==> src/rtl/regfile_pkg.sv <==
// Shared register-file types: address/data widths and the write-back entry
// carried by the multi-cycle result queue.
package regfile_pkg;

    localparam int unsigned REG_AW = 5;
    localparam int unsigned REG_DW = 32;
    localparam logic [REG_AW-1:0] REG_ZERO = 5'd0;

    typedef struct packed {
        logic              valid;
        logic [REG_AW-1:0] wr;
        logic [REG_DW-1:0] d;
    } wb_entry_t;

endpackage

==> src/rtl/wb_fifo.sv <==
// In-order ring buffer of pending write-back entries with squash-by-address,
// used to hold multi-cycle results until the register-file write port is free.
module wb_fifo
    import regfile_pkg::*;
#(
    parameter int unsigned DEPTH = 4
) (
    input  logic                         clk,
    input  logic                         clr,
    input  logic                         push,
    input  wb_entry_t                    push_entry,
    input  logic                         pop,
    input  logic                         squash,
    input  logic [REG_AW-1:0]            squash_wr,
    output wb_entry_t                    head,
    output wb_entry_t [DEPTH-1:0]        ents,
    output logic [$clog2(DEPTH+1)-1:0]   cnt,
    output logic                         full,
    output logic                         empty
);

    localparam int unsigned PW = (DEPTH > 1) ? $clog2(DEPTH) : 1;
    localparam int unsigned CW = $clog2(DEPTH + 1);

    wb_entry_t [DEPTH-1:0] mem;
    logic [PW-1:0]         wr_ptr;
    logic [PW-1:0]         rd_ptr;
    logic                  do_push;
    logic                  do_pop;
    logic                  push_hit;

    assign full     = (cnt == CW'(DEPTH));
    assign empty    = (cnt == '0);
    assign do_push  = push && !full;
    assign do_pop   = pop && !empty;
    assign push_hit = squash && (push_entry.wr == squash_wr);
    assign head     = mem[rd_ptr];
    assign ents     = mem;

    // Valid bits double as occupancy: cleared on pop, squash and clear.
    always_ff @(posedge clk) begin
        if (clr) begin
            wr_ptr <= '0;
            rd_ptr <= '0;
            cnt    <= '0;
            for (int i = 0; i < int'(DEPTH); i++) begin
                mem[i].valid <= 1'b0;
            end
        end else begin
            for (int i = 0; i < int'(DEPTH); i++) begin
                if (squash && (mem[i].wr == squash_wr)) begin
                    mem[i].valid <= 1'b0;
                end
            end
            if (do_pop) begin
                mem[rd_ptr].valid <= 1'b0;
                rd_ptr            <= rd_ptr + PW'(1);
            end
            if (do_push) begin
                mem[wr_ptr].valid <= push_entry.valid && !push_hit;
                mem[wr_ptr].wr    <= push_entry.wr;
                mem[wr_ptr].d     <= push_entry.d;
                wr_ptr            <= wr_ptr + PW'(1);
            end
            case ({do_push, do_pop})
                2'b10:   cnt <= cnt + CW'(1);
                2'b01:   cnt <= cnt - CW'(1);
                default: cnt <= cnt;
            endcase
        end
    end

endmodule

==> src/rtl/regfile_wb_ctrl.sv <==
// Register-file write-port master: ALU results win the port, multi-cycle results
// queue in wb_fifo and drain in order. Optional forwarding ports under WB_BYPASS_EN.
module regfile_wb_ctrl
    import regfile_pkg::*;
#(
    parameter int unsigned DEPTH = 4,
    parameter int unsigned DW    = REG_DW,
    parameter int unsigned AW    = REG_AW
) (
    input  logic                       Clk,
    input  logic                       Clr,
    input  logic                       A_Valid,
    input  logic [AW-1:0]              A_Wr,
    input  logic [DW-1:0]              A_D,
    input  logic                       M_Valid,
    output logic                       M_Ready,
    input  logic [AW-1:0]              M_Wr,
    input  logic [DW-1:0]              M_D,
    output logic [AW-1:0]              Wr,
    output logic [DW-1:0]              D,
    output logic                       We,
    output logic [(1<<AW)-1:0]         Pend,
    output logic [$clog2(DEPTH+1)-1:0] Cnt
`ifdef WB_BYPASS_EN
    ,
    input  logic [AW-1:0]              Ra,
    input  logic [AW-1:0]              Rb,
    output logic [DW-1:0]              Qa_fwd,
    output logic [DW-1:0]              Qb_fwd,
    output logic                       Hit_a,
    output logic                       Hit_b
`endif
);

    wb_entry_t              push_entry;
    wb_entry_t              head;
    wb_entry_t [DEPTH-1:0]  ents;
    logic                   a_req;
    logic                   m_push;
    logic                   f_pop;
    logic                   f_full;
    logic                   f_empty;
    logic [(1<<AW)-1:0]     pend_c;

    // Writes to r0 are architecturally dropped on both request paths.
    assign a_req   = A_Valid && (A_Wr != AW'(REG_ZERO));
    assign M_Ready = !Clr && !f_full;
    assign m_push  = M_Valid && M_Ready && (M_Wr != AW'(REG_ZERO));
    assign f_pop   = !a_req && !f_empty;

    assign push_entry = '{valid: 1'b1, wr: REG_AW'(M_Wr), d: REG_DW'(M_D)};

    wb_fifo #(.DEPTH(DEPTH)) u_fifo (
        .clk        (Clk),
        .clr        (Clr),
        .push       (m_push),
        .push_entry (push_entry),
        .pop        (f_pop),
        .squash     (a_req),
        .squash_wr  (REG_AW'(A_Wr)),
        .head       (head),
        .ents       (ents),
        .cnt        (Cnt),
        .full       (f_full),
        .empty      (f_empty)
    );

    // Write-port register: ALU first, then FIFO head (squashed heads issue as We=0).
    always_ff @(posedge Clk) begin
        if (Clr) begin
            We <= 1'b0;
            Wr <= '0;
            D  <= '0;
        end else if (a_req) begin
            We <= 1'b1;
            Wr <= A_Wr;
            D  <= A_D;
        end else if (!f_empty) begin
            We <= head.valid;
            Wr <= AW'(head.wr);
            D  <= DW'(head.d);
        end else begin
            We <= 1'b0;
        end
    end

    always_comb begin
        pend_c = '0;
        for (int i = 0; i < int'(DEPTH); i++) begin
            if (ents[i].valid) begin
                pend_c[ents[i].wr] = 1'b1;
            end
        end
        pend_c[0] = 1'b0;
    end

    assign Pend = pend_c;

`ifdef WB_BYPASS_EN
    assign Hit_a  = We && (Wr == Ra) && (Ra != AW'(REG_ZERO));
    assign Hit_b  = We && (Wr == Rb) && (Rb != AW'(REG_ZERO));
    assign Qa_fwd = Hit_a ? D : '0;
    assign Qb_fwd = Hit_b ? D : '0;
`endif

endmodule

==> config.mk <==
export PLATFORM = sky130hd
export DESIGN_NAME = regfile_wb_ctrl
export DESIGN_NICKNAME = d
export VERILOG_FILES = /design/src/rtl/regfile_pkg.sv /design/src/rtl/wb_fifo.sv /design/src/rtl/regfile_wb_ctrl.sv
export SDC_FILE = /design/constraint.sdc
export NUM_CORES = 1
export LEC_CHECK = 0
export BUFFER_PORTS_ARGS = -buffer_cell sky130_fd_sc_hd__buf_2
export CELL_PAD_IN_SITES_DETAIL_PLACEMENT = 0
export CELL_PAD_IN_SITES_GLOBAL_PLACEMENT = 1
export CORE_MARGIN = 8
export CORE_UTILIZATION = 51
export CTS_BUF_LIST = sky130_fd_sc_hd__clkbuf_4 sky130_fd_sc_hd__clkbuf_8
export DETAILED_ROUTE_END_ITERATION = 8
export GPL_TIMING_DRIVEN = 0
export HOLD_SLACK_MARGIN = 0.02
export PLACE_DENSITY_LB_ADDON = 0.1
export RECOVER_POWER = 100
export SYNTH_ARGS = -nofsm -noshare
export SYNTH_HDL_FRONTEND = slang
export SYNTH_SLANG_ARGS = --single-unit
export TNS_END_PERCENT = 10
==> constraint.sdc <==
create_clock -name Clk -period 4.8 [get_ports Clk]
set_input_delay 0.24 -clock Clk [delete_from_list [all_inputs] [get_ports Clk]]
set_output_delay 0.24 -clock Clk [all_outputs]
set_load 0.02 [all_outputs]
Word-level counts from Yosys, hierarchy flattened. Cells that the tools add are included.

Bits of input ports: 78. Output and inout bits: 74. Flip-flop bits (word level): 197. Word-level logic and storage cells: 117.

$lt $le $gt $ge: 12. Reductions and logical operators: 27. Eq/ne operators: 9. Bitwise logic cells: 3. Add/sub/neg operators: 4. Mux-type cells: 44.

Operators with widths (number): 152-bit bitwise mux (4); 152-bit 2-to-1 mux (3); 38-bit demux with 2-bit select (4); 32-bit 2-to-1 mux (7); 38-bit 2-to-1 mux (3); 32-bit OR (3); 38-bit binary-select mux with 2-bit select (1); 37-bit 2-to-1 mux (1); 5-bit equality test (5); 5-bit by 6-bit less-than comparator with 1-bit output (second input constant) (4); 1-bit demux with 5-bit select (4); 5-bit by 1-bit greater-or-equal comparator with 1-bit output (second input constant) (4); 1-bit logical AND (18); 1-bit 2-to-1 mux (14); 5-bit 2-to-1 mux (2); 5-bit nonzero test (2); 2-bit by 3-bit less-than comparator with 1-bit output (second input constant) (2); 3-bit case mux with 2 select lines (1); 1-bit zero test (5); 2-bit by 1-bit adder with 2-bit output (second input constant) (2); 2-bit by 1-bit greater-or-equal comparator with 1-bit output (second input constant) (2); 3-bit by 1-bit adder with 3-bit output (second input constant) (1); 3-bit equality test (second input constant) (1); 3-bit zero test (1); 5 further kinds (5).

Logic depth before layout (Yosys ltp).
Depth in word-level cells: 12. Gate-level depth with buffers: 10. Depth with buffers taken out: 9.

Hierarchy. A second synthesis with hierarchy kept.

Cells, all modules: 820. Area total of the unflattened synthesis: 10331.2 um2.

By module, submodules not included: wb_fifo (seq. area each 4664.5 um2, cells each 493, area an instance 7447.1 um2, times used 1); regfile_wb_ctrl (seq. area each 760.7 um2, cells each 327, area an instance 2884.0 um2, times used 1).

Worst setup path before layout. No wires, ideal clock.

Path kind: reg2reg. Start: register u_fifo.cnt[0] (netlist name). End: register u_fifo.mem (netlist bit u_fifo.ents[0]), enable pin. Arrival: 2.264 ns. Buffers on the path: 1. Data required time: 4.401 ns. Library setup time: 0.399 ns. Period minus slack after synthesis: 2.662 ns. Stages on the path, launching flop included: 5. Setup slack: 2.138 ns. Cells stage by stage: dfxtp_1 > nor3b_1 > a2111oi_4 > buf_2 > and2_1.

RTL lines: to (decl) (RTL line wb_fifo.sv:25) `wb_entry_t [DEPTH-1:0] mem;`.

==> summary.txt <==
Drt
  – Routed WL per cell: 23.0 µm
  – Final WL: 30.5 mm
  – DRT antenna net count: 0
  – Detailed Routing Iterations Pass 1: 7
  – DRC: 0
  – Via/cell ratio: 6.04
  – Initial DRC count: 738
  – Vias: 7986

Layout
  – Area growth, synth to finish: 14.4%
  – Final nets: 1132
  – Layout cells sized above 1: 17.0%
  – # diodes: 0

Floorplanning
  – Row count: 51
  – Initial Util: 52.3%
  – CORE AREA: 19500 µm²
  – Top Ports: 152
  – Die ar.: 24800 µm²
  – Die height: 157 µm
  – Die X: 157 µm

Setup path
  – Worst setup EP type: flop
  – Critical Path Start Type: flop
  – CP Max Fanout: 20
  – Reg2Reg Setup Slack: 1.51 ns
  – R2R depth: 5
  – Critical path class: flop to flop
  – Worst EP required: 4.99 ns
  – FF-to-FF Start: u_fifo.cnt[1]
  – Worst R2R End: u_fifo.ents[118]
  – Crit path arrival time: 3.48 ns

Power and ir drop
  – Cell Int Power: 2720 µW
  – Psw: 1270 µW
  – Clock power frac: 28.4%
  – Seq pwr share: 49.1%
  – Combinational share of power: 22.5%
  – Max IR drop VDD: 0.216 mV
  – Net Sw Frac: 31.8%
  – Pwr dens: 342 nW/µm²
  – Leak pwr: 0.00457 µW

Status
  – Failing checks: capacitance limit, slew limit
  – Status: finished with violations

Global routing
  – First-pass GRT wire length: 46.2 mm
  – Gr busiest metal: met2
  – Overall routing resource usage: 24.6%
  – Met3 Track Usage GR: 3.87%
  – Largest net degree at the start of global routing: 28
  – Met2 usage: 38.9%
  – Overflow after GRT: 0
  – Global routing usage on met1: 33.9%
  – Antenna violations before repair: 0
  – Vias in the first global route: 7961

Place
  – Post-DP HPWL: 20.7 mm
  – GP Congestion: 0.879
  – Placement Setup Slack: 1.94 ns
  – Number of port buffers: 145

Clock tree
  – CTS tree: built
  – Clock tree buffer depth: 2
  – H-Tree Depth: 4
  – Clock sink count: 197
  – CTS buffer count: 17
  – Clock Latency Late Sink: 0.48 ns
  – Root buf cell: clkbuf_8
  – Setup Buffers After CTS: 0
  – Clk slew on worst S/H paths: 0.11 ns

STA
  – Final setup TNS: 0 ns
  – Period utilisation layout: 68.5%
  – FMAX: 0.304 GHz
  – Max-slew violations: 28
  – Max_slew headroom: -8.20%
  – Layout Skew: 0.0123 ns
  – Hold slack: 0.0336 ns
  – Setup ws final: 1.51 ns
  – Final Critical Period: 3.29 ns
  – Actual slew at the worst max-slew pin: 1.61 ns
  – Setup violators final: 0
  – Final Hold Violating Endpoints: 0
  – RSZ-0062 raised after global routing: no

Yosys
  – Post-synth top area share: 43.5%
  – Main synth FF type: edfxtp_1
  – Cell variety after synth: 48
  – Synth Area per Inst: 11.7 µm²
  – Syn Nets: 958
  – Dominant cell by count in the synthesized netlist: and3_1
  – Top cells by area, synth: edfxtp_1, dfxtp_1, and3_1
  – Commonest cells post-synth: and3_1, edfxtp_1, nand2_1, nor2_1, clkbuf_1
  – Fraction of registers with async set/reset: 0%
  – Synthesized area: 10200 µm²
  – Syn Inst Count: 870
  – Area leader, netlist: edfxtp_1
  – Synth warn: 0
  – #FFs+latches synth: 197
  – Register area share after synthesis: 53.2%
  – EDFF count, synth: 148

Hold path
  – Hold Path End: D[17]
  – Hold path depth: 3
  – Hold Path Origin: A_D[17]
  – Hold Crit Class: input port to flop

Run
  – Maxcap violations: 2
per-stage QoR:
step | util, % | total power, µW | instances | instance area (µm²)
after floorplan | - | 2590 | 870 | 10200
after global placement | 57.7 | 2900 | 1280 | 11300
after detailed placement | 58.1 | 2920 | 1284 | 11300
after CTS | 60.6 | 4020 | 1322 | 11800
after global routing | 59.8 | 4130 | 1322 | 11700
final | 59.8 | 3990 | 1322 | 11700
flip-flops by register name (all words and copies together), names as in the netlist:
| register | cells |
|---|---|
| D | 32 |
| u_fifo.wr_ptr | 2 |
| Wr | 5 |
| u_fifo.rd_ptr | 2 |
| We | 1 |
| u_fifo.cnt | 3 |
| u_fifo.ents | 152 |
layout make-up:
class | instances | area [µm²]
clock inverters | 13 | 168
repair buffers | 155 | 777
clock buffers | 19 | 249
inverters | 11 | 41.3
multi-input cells | 575 | 4270
well taps | 265 | 332
fillers | 1729 | 7850
plain buffers | 87 | 417
flip-flops and latches | 197 | 5430
cell families (layout without fill, tap and decap cells):
family | Yosys count | after routing | synth area share (%)
flops | 197 | 197 | 53.2
other cells | 1 | 1 | 0.0367
xor+xnor | 29 | 29 | 2.49
mux | 41 | 41 | 8.68
fa+ha+maj | 10 | 10 | 1.30
simple gates | 342 | 342 | 18.5
buf+inv | 98 | 285 | 4.69
compound gates | 152 | 152 | 11.2
layer usage:
| layer | up-vias | part of all wire, % |
|---|---|---|
| li1 | 3660 | - |
| met1 | 3829 | 42 |
| met2 | 440 | 47 |
| met3 | 57 | 8.9 |
| met4 | 0 | 2.2 |
| met5 | - | 0 |
worst max-delay path, stage by stage, from the launching register on:
cell and delay, ns:
dfxtp_1 0.43, nor3b_1 0.12, a2111oi_4 0.54, clkbuf_1 0.40
and2_0 1.20, buf_12 0.30
cell usage in the layout (no fill, tap or decap), drive strengths merged, types with 12 or more instances in the layout:
cell    count
xnor2      12
nand2      60
and3      153
a22oi      22
edfxtp    148
dfxtp      49
a21oi      44
a211oi     35
clkbuf    158
inv        16
mux4       38
buf        97
nor2       55
xor2       17
o221ai     15
power groups by stage:
stage | clock [µW] | combinational, µW | sequential [µW]
floorplan | 0 | 536 | 2050
global placement | 0 | 909 | 2000
detailed placement | 0 | 922 | 2000
CTS | 1130 | 930 | 1960
global route | 1190 | 971 | 1970
finish | 1130 | 896 | 1960
worst max-delay path by stage:
stage | startpoint | depth (start not counted) | slack, ns | endpoint
after floorplan | u_fifo.cnt[0] | 4 | 2.14 | u_fifo.ents[0]
after global placement | u_fifo.cnt[0] | 4 | 1.35 | u_fifo.ents[59]
after detailed placement | u_fifo.cnt[0] | 10 | 1.94 | u_fifo.cnt[2]
after CTS | u_fifo.cnt[0] | 10 | 1.90 | u_fifo.cnt[2]
after global routing | u_fifo.cnt[0] | 5 | 1.36 | u_fifo.ents[118]
final | u_fifo.cnt[1] | 5 | 1.51 | u_fifo.ents[118]
repair_timing:
| item | in CTS | in global routing |
|---|---|---|
| endpoints found under the hold margin | 6 | 0 |
| setup endpoints to repair | 0 | 0 |
| resized for setup | 0 | 0 |
| hold buffers | 6 | 0 |
No activity file was read; power rests on OpenSTA's default activity.
